--- config.mk ---
export PLATFORM = sky130hd
export DESIGN_NAME = wb_regfile
export DESIGN_NICKNAME = d
export VERILOG_FILES = /design/src/rtl/wb_regfile_pkg.sv /design/src/rtl/wb_regfile_regfile.sv /design/src/rtl/wb_regfile.sv
export SDC_FILE = /design/constraint.sdc
export NUM_CORES = 2
export LEC_CHECK = 0
export ABC_AREA = 1
export BUFFER_PORTS_ARGS = -buffer_cell sky130_fd_sc_hd__buf_2
export CAP_MARGIN = 20
export CORE_ASPECT_RATIO = 0.9
export CORE_UTILIZATION = 25
export DETAILED_ROUTE_END_ITERATION = 10
export PLACE_DENSITY = 0.44
export SYNTH_ARGS = -nofsm -noshare
export SYNTH_HDL_FRONTEND = slang
export SYNTH_SLANG_ARGS = --single-unit
--- constraint.sdc ---
create_clock -name clk -period 4.2 [get_ports clk]
set_input_delay 0 -clock clk [delete_from_list [all_inputs] [get_ports clk]]
set_output_delay 0 -clock clk [all_outputs]
set_load 0.1 [all_outputs]
--- src/rtl/wb_regfile_pkg.sv ---
// Shared pipeline constants and bus types for the write-back stage.
package wb_regfile_pkg;

  localparam logic RST_ENABLE    = 1'b0;
  localparam logic RST_DISABLE   = 1'b1;
  localparam logic WRITE_ENABLE  = 1'b1;
  localparam logic WRITE_DISABLE = 1'b0;
  localparam logic READ_ENABLE   = 1'b1;
  localparam logic READ_DISABLE  = 1'b0;

  localparam int REG_ADDR_W = 5;
  localparam int REG_W      = 32;
  localparam int REG_NUM    = 32;

  typedef logic [REG_ADDR_W-1:0] reg_addr_t;
  typedef logic [REG_W-1:0]      reg_data_t;

  localparam reg_addr_t NOP_REG_ADDR = '0;
  localparam reg_data_t ZERO_WORD    = '0;

endpackage

--- src/rtl/wb_regfile_regfile.sv ---
// 32 x 32 general-purpose register array: one write port, two combinational
// read ports with optional bypass of the pending write.
module regfile
  import wb_regfile_pkg::*;
#(
  parameter int BYPASS = 1
) (
  input  logic      clk,
  input  logic      rst,
  input  logic      we,
  input  reg_addr_t waddr,
  input  reg_data_t wdata,
  input  logic      re1,
  input  reg_addr_t raddr1,
  output reg_data_t rdata1,
  input  logic      re2,
  input  reg_addr_t raddr2,
  output reg_data_t rdata2
);

  reg_data_t regs [REG_NUM];

  // r0 is cleared by reset and never written, so it stays hard zero.
  always_ff @(posedge clk) begin
    if (rst == RST_ENABLE) begin
      for (int i = 0; i < REG_NUM; i++) begin
        regs[i] <= ZERO_WORD;
      end
    end else if (we == WRITE_ENABLE && waddr != NOP_REG_ADDR) begin
      regs[waddr] <= wdata;
    end
  end

  always_comb begin
    rdata1 = ZERO_WORD;
    if (rst == RST_ENABLE || re1 == READ_DISABLE || raddr1 == NOP_REG_ADDR) begin
      rdata1 = ZERO_WORD;
    end else if (BYPASS == 1 && we == WRITE_ENABLE && waddr == raddr1) begin
      rdata1 = wdata;
    end else begin
      rdata1 = regs[raddr1];
    end
  end

  always_comb begin
    rdata2 = ZERO_WORD;
    if (rst == RST_ENABLE || re2 == READ_DISABLE || raddr2 == NOP_REG_ADDR) begin
      rdata2 = ZERO_WORD;
    end else if (BYPASS == 1 && we == WRITE_ENABLE && waddr == raddr2) begin
      rdata2 = wdata;
    end else begin
      rdata2 = regs[raddr2];
    end
  end

endmodule

--- src/rtl/wb_regfile.sv ---
// Write-back stage: MEM/WB pipeline latch feeding the register file, whose
// write port commits the latch contents one edge after capture.
module wb_regfile
  import wb_regfile_pkg::*;
#(
  parameter int BYPASS = 1
) (
  input  logic      clk,
  input  logic      rst,
  input  reg_addr_t wd_i,
  input  logic      wreg_i,
  input  reg_data_t wdata_i,
  input  logic      stall_i,
  input  logic      flush_i,
  input  logic      re1_i,
  input  reg_addr_t raddr1_i,
  output reg_data_t rdata1_o,
  input  logic      re2_i,
  input  reg_addr_t raddr2_i,
  output reg_data_t rdata2_o,
  output reg_addr_t wb_wd_o,
  output logic      wb_wreg_o,
  output reg_data_t wb_wdata_o
);

  // Flush outranks stall; the array commits the pre-edge latch either way.
  always_ff @(posedge clk) begin
    if (rst == RST_ENABLE || flush_i) begin
      wb_wd_o    <= NOP_REG_ADDR;
      wb_wreg_o  <= WRITE_DISABLE;
      wb_wdata_o <= ZERO_WORD;
    end else if (!stall_i) begin
      wb_wd_o    <= wd_i;
      wb_wreg_o  <= wreg_i;
      wb_wdata_o <= wdata_i;
    end
  end

  regfile #(.BYPASS(BYPASS)) u_regfile (
    .clk    (clk),
    .rst    (rst),
    .we     (wb_wreg_o),
    .waddr  (wb_wd_o),
    .wdata  (wb_wdata_o),
    .re1    (re1_i),
    .raddr1 (raddr1_i),
    .rdata1 (rdata1_o),
    .re2    (re2_i),
    .raddr2 (raddr2_i),
    .rdata2 (rdata2_o)
  );

endmodule

======== After elaboration in Yosys (flattened, before gate mapping) ========
Memory sizes are Yosys's and may differ from the RTL's.
Cells that the tools add are included.
storage, ports and cells
  output and inout bits ................... 102
  logic and storage cells ................. 32
  flip-flop bits (word level) ............. 38
  memory bits (writable) .................. 1024
  memories ................................ 1
  input port bits ......................... 54
memories
  memory          depth  bits a word  rd ports  clocked after Yosys merged registers in  wr ports  RTL line                  RTL
  u_regfile.regs  32     32           2         0                                        32        wb_regfile_regfile.sv:21  reg_data_t regs [REG_NUM];
operators by class
  eq/ne operators ......................... 2
  bitwise operators ....................... 3
  mux-type cells .......................... 11
  reductions and logical operators ........ 12
operator list
  operator             number
  $mux W32             5
  $reduce_or A32 Y1    1
  $eq A5 B5 Y1         2
  $logic_not A5 Y1     2
  $logic_or A1 B1 Y1   5
  $mux W1              5
  $mux W5              1
  $reduce_bool A5 Y1   1
  $logic_and A1 B1 Y1  3
  $not A1 Y1           3

======== Depth between registers and ports, before layout ========
  depth in word-level cells ............... 7
  depth in mapped cells ................... 13
  mapped depth without buffers ............ 10

======== Cells and area by module ========
Synthesis repeated with hierarchy kept, for this count alone.
second synthesis, totals
  cells, all modules ...................... 8207
  area total of the unflattened synthesis .. 60748.3 µm²
modules (own cells, without submodules)
  module      instances  area each (µm²)  cells an instance  seq. area each (µm²)
  regfile     1          59343.2          8040               30749.5
  wb_regfile  1          1405.1           167                760.7

======== Worst setup path before layout ========
Ideal clock, no wire load.
  kind .................................... register -> output
  start point ............................. register wb_wd_o[1]
  end point ............................... output port rdata2_o[23]
  cell stages (with the launch flop) ...... 8
  arrival ................................. 3.506 ns
  slack ................................... 0.694 ns
  data required time ...................... 4.200 ns
  buffers on the path ..................... 1
  cell sequence ........................... dfxtp_1 > inv_1 > o22ai_1 > nor2_1 > nand3_1 > clkbuf_1 > o21ai_0 > a21oi_1
between the ends
  longest elaborated chain between the ends .. 4
ends and longest elaborated chain
  what                    RTL line                  RTL
  start, declared         wb_regfile.sv:21          output reg_addr_t wb_wd_o,
  start signal, assigned  wb_regfile.sv:33          wb_wd_o <= wd_i;
  $eq A5 B5 Y1            wb_regfile_regfile.sv:49  end else if (BYPASS == 1 && we == WRITE_ENABLE && waddr == raddr2) begin
  $logic_and A1 B1 Y1     wb_regfile_regfile.sv:49
  $mux W32                wb_regfile_regfile.sv:49
  $mux W32                wb_regfile_regfile.sv:47  if (rst == RST_ENABLE || re2 == READ_DISABLE || raddr2 == NOP_REG_ADDR) begin
  end, declared           wb_regfile.sv:20          output reg_data_t rdata2_o,
No other way between the ends.

======== Worst setup path in the final report ========
  start point ............................. register wb_wd_o[0]
  end point ............................... output port rdata2_o[21]
Same word-level chain as after synthesis.

==> reports/qor.yml <==
critical_path:
  crit_required_ns: 4.20
  path_cells: "inv_1 -> o22ai_1 -> nor2_1 -> nand3_2 -> buf_4 -> o21ai_0 -> a21oi_1 -> buf_12"
  critPathMaxFanout: 24
  crit_buf_inv: 3
  arrival_ns: 3.35
  reg2reg_depth: 9
  r2r_setup_slack_ns: 1.23
  cp_slowest_cell: "a21oi_1"
  crit_type: "flop to output port"
  max_stage_delay_ns: 0.72
  crit_family: "compound AO/OA/AOI/OAI gates"
  startpoint_type: "flop"
  worstSetupPathDepth: 8
  rr_startpoint: "wb_wd_o[3]"
  worst_setup_path_end_kind: "output port"
  rr_endpoint: "u_regfile.regs[14][2]"
global_routing:
  grtUsageTotal_pct: 22.4
  grt_max_degree: 190
  grt_remaining_overflow: 0
  grt_pass1_vias: 52600
  antenna_found_initial: 8
  grt_pass1_wl_um: 392000
layout:
  fill_cells: 25300
  drive_gt1_share_pct: 7.63
  nNetsFinal: 8098
  area_delta_synth_final_pct: 17.0
clock_network:
  clock_latency_ns: 0.80
  tritoncts: "yes"
  numCtsBuffers: 121
  clock-sinks: 1062
  cts_root_buffer: "clkbuf_16"
  cts_max_path_buffers: 3
  h-tree-depth: 3
  postCtsSetupRepairBufs: 0
  path_clk_slew_ns: 0.06
die:
  die_x_um: 519
  dieHeight_um: 468
  start_util_pct: 25.2
  ios: 156
  rows: 170
  die_area_um2: 243000
  coreArea_um2: 239000
yosys:
  ys_seq_area_share_pct: 52.3
  synthTopCellsByArea: "edfxtp_1 51%, nand2_1 16%, nor2_1 9.9%"
  syn_inst: 8095
  synth.most_common_cell: "nand2_1"
  ys_seq_elements: 1062
  synth-async-reset-ratio_pct: 0
  synth_cell_types: 24
  yosys-top-cells-count: "2601 x nand2_1, 1594 x nor2_1, 1025 x nand3_1"
  synth_top_area_share_pct: 51.1
  netlist_area_um2: 60200
  synthFlopType: "edfxtp_1"
  yosys.area.top_type: "edfxtp_1"
  synth_warnings: 0
  postSynthAreaPerCell_um2: 7.44
  synth-edff-count: 1024
sta:
  finalCriticalPeriod_ns: 3.35
  setup_viol: 0
  finalHoldViolCount: 0
  finalMaxSlewViolations: 0
  setup_tns_ns: 0
  rsz0062_at_grt: "no"
  tightest_slew_ns: 1.11
  clock.fmax_mhz: 298
  clock_skew_ns: 0.0384
  period_share_pct: 79.8
  relSlewSlack_pct: 25.6
job:
  maxCapViolCount: 0
route:
  drt_first_pass_iters: 6
  avgRoutedWirePerCell_um: 24.6
  num_vias: 56000
  wirelength_um: 279000
  via_per_inst: 4.95
  drc: 0
  drtIter0Drc: 6651
  ant_nets: 0
min_path:
  min-delay-start: "flush_i"
  min_path_type: "primary input to flop"
  whs_path_depth: 4
  min_to: "wb_wd_o[2]"
placement:
  portBuffers: 155
  hpwlAfterDp_um: 170000
  globalplace.congestion: 0.939
power_and_ir_drop:
  power.leakage_nw: 28.5
  power_mw: 26.9
  ir_worst_vdd_uv: 340
  powerDensity_nw_per_um2: 381
run_status:
  outcome: "complete, no violations"
==> sequential cells by signal, summed over array words and instances, names as in the netlist <==
| register | cells |
|---|---|
| wb_wreg_o | 1 |
| wb_wdata_o | 32 |
| wb_wd_o | 5 |
| u_regfile.regs | 1024 |
==> metrics by stage <==
stage	cells	hold slack (ns)	utilization (%)	setup WS, ns	area, um2
detailed placement	11000	0.287	27.5	1.06	65700
floorplan	8126	0.144	-	0.694	60300
finish	11300	0.0707	29.5	0.849	70400
global placement	11000	0.282	27.5	0.939	65700
CTS	11300	0.00212	29.5	0.875	70400
global route	11300	0.0622	29.5	0.815	70400
==> worst reg2reg max path, cell delays in order (launching register included) <==
cell and delay (ns):
dfxtp_1 0.47, inv_2 0.14, nand3_1 0.12, inv_2 0.07, nand2_1 0.06, nand3_1 0.09
nor3_2 0.69, nand2_1 0.19, nand2_2 0.51, buf_12 0.28
==> metal layers <==
layer  up-vias  track usage, %  routed length, um
met5         -               0                 52
met4         8            10.8              14100
met3       517            3.17              20800
met2      2632            36.3             127000
met1     27200            29.2             116000
li1      25600               -                  -
==> how the worst max path moves through the flow <==
stage,from,end,slack (ns)
floorplan,wb_wd_o[1],rdata2_o[23],0.69
global placement,raddr2_i[1],rdata2_o[6],0.94
detailed placement,raddr2_i[0],rdata2_o[26],1.06
CTS,wb_wd_o[1],rdata2_o[21],0.87
global route,wb_wd_o[1],rdata2_o[21],0.81
finish,wb_wd_o[0],rdata2_o[21],0.85
==> final cells by class <==
| type | instances | area (um2) | share of cell area, % |
|---|---|---|---|
| Inverter | 710 | 2700 | 3.83 |
| Clock buffer | 162 | 3440 | 4.88 |
| Timing Repair Buffer | 432 | 4530 | 6.43 |
| Clock inverter | 58 | 447 | 0.634 |
| Tap cell | 3182 | 3980 | 5.65 |
| Multi-Input combinational cell | 5717 | 23800 | 33.8 |
| Sequential cell | 1062 | 31500 | 44.7 |
| Antenna cell | 5 | 12.5 | 0.0178 |
==> layout by cell type, fill, tap and decap left out, drive strengths merged <==
master	count
clkinvlp	2
edfxtp	1024
nand3	1025
mux2i	1
nor3	8
nand4	1
clkbuf	162
buf	352
a211oi	37
nand2	2601
o211ai	79
xor2	1
inv	708
diode	5
clkinv	53
nor2	1594
dlygate4sd3	80
bufinv	5
a21oi	108
o22ai	5
dfxtp	38
or2	17
o21ai	208
conb	32
==> kinds of logic (layout without fill, tap and decap cells) <==
logic type	after synthesis	after routing	share of synthesized area, %
XOR/XNOR	1	1	0.0146
flip-flops	1062	1062	52.3
other	1	37	0.00623
AO/OA/AOI/OAI	437	437	4.13
buffers and inverters	1347	1362	8.56
multiplexers	1	1	0.0166
AND/OR/NAND/NOR	5246	5246	34.9
==> where the power goes <==
part	internal (mW)	switching, mW
Sequential	11.9	0.179
Combinational	0.959	3.06
Clock	6.00	4.75
==> what timing repair did <==
| action | in CTS | in global routing |
|---|---|---|
| hold buffers | 80 | 0 |
| hold endpoints to repair | 38 | 0 |
| resized for setup | 0 | 0 |
Note: power is estimated with default switching activity, not from simulation.
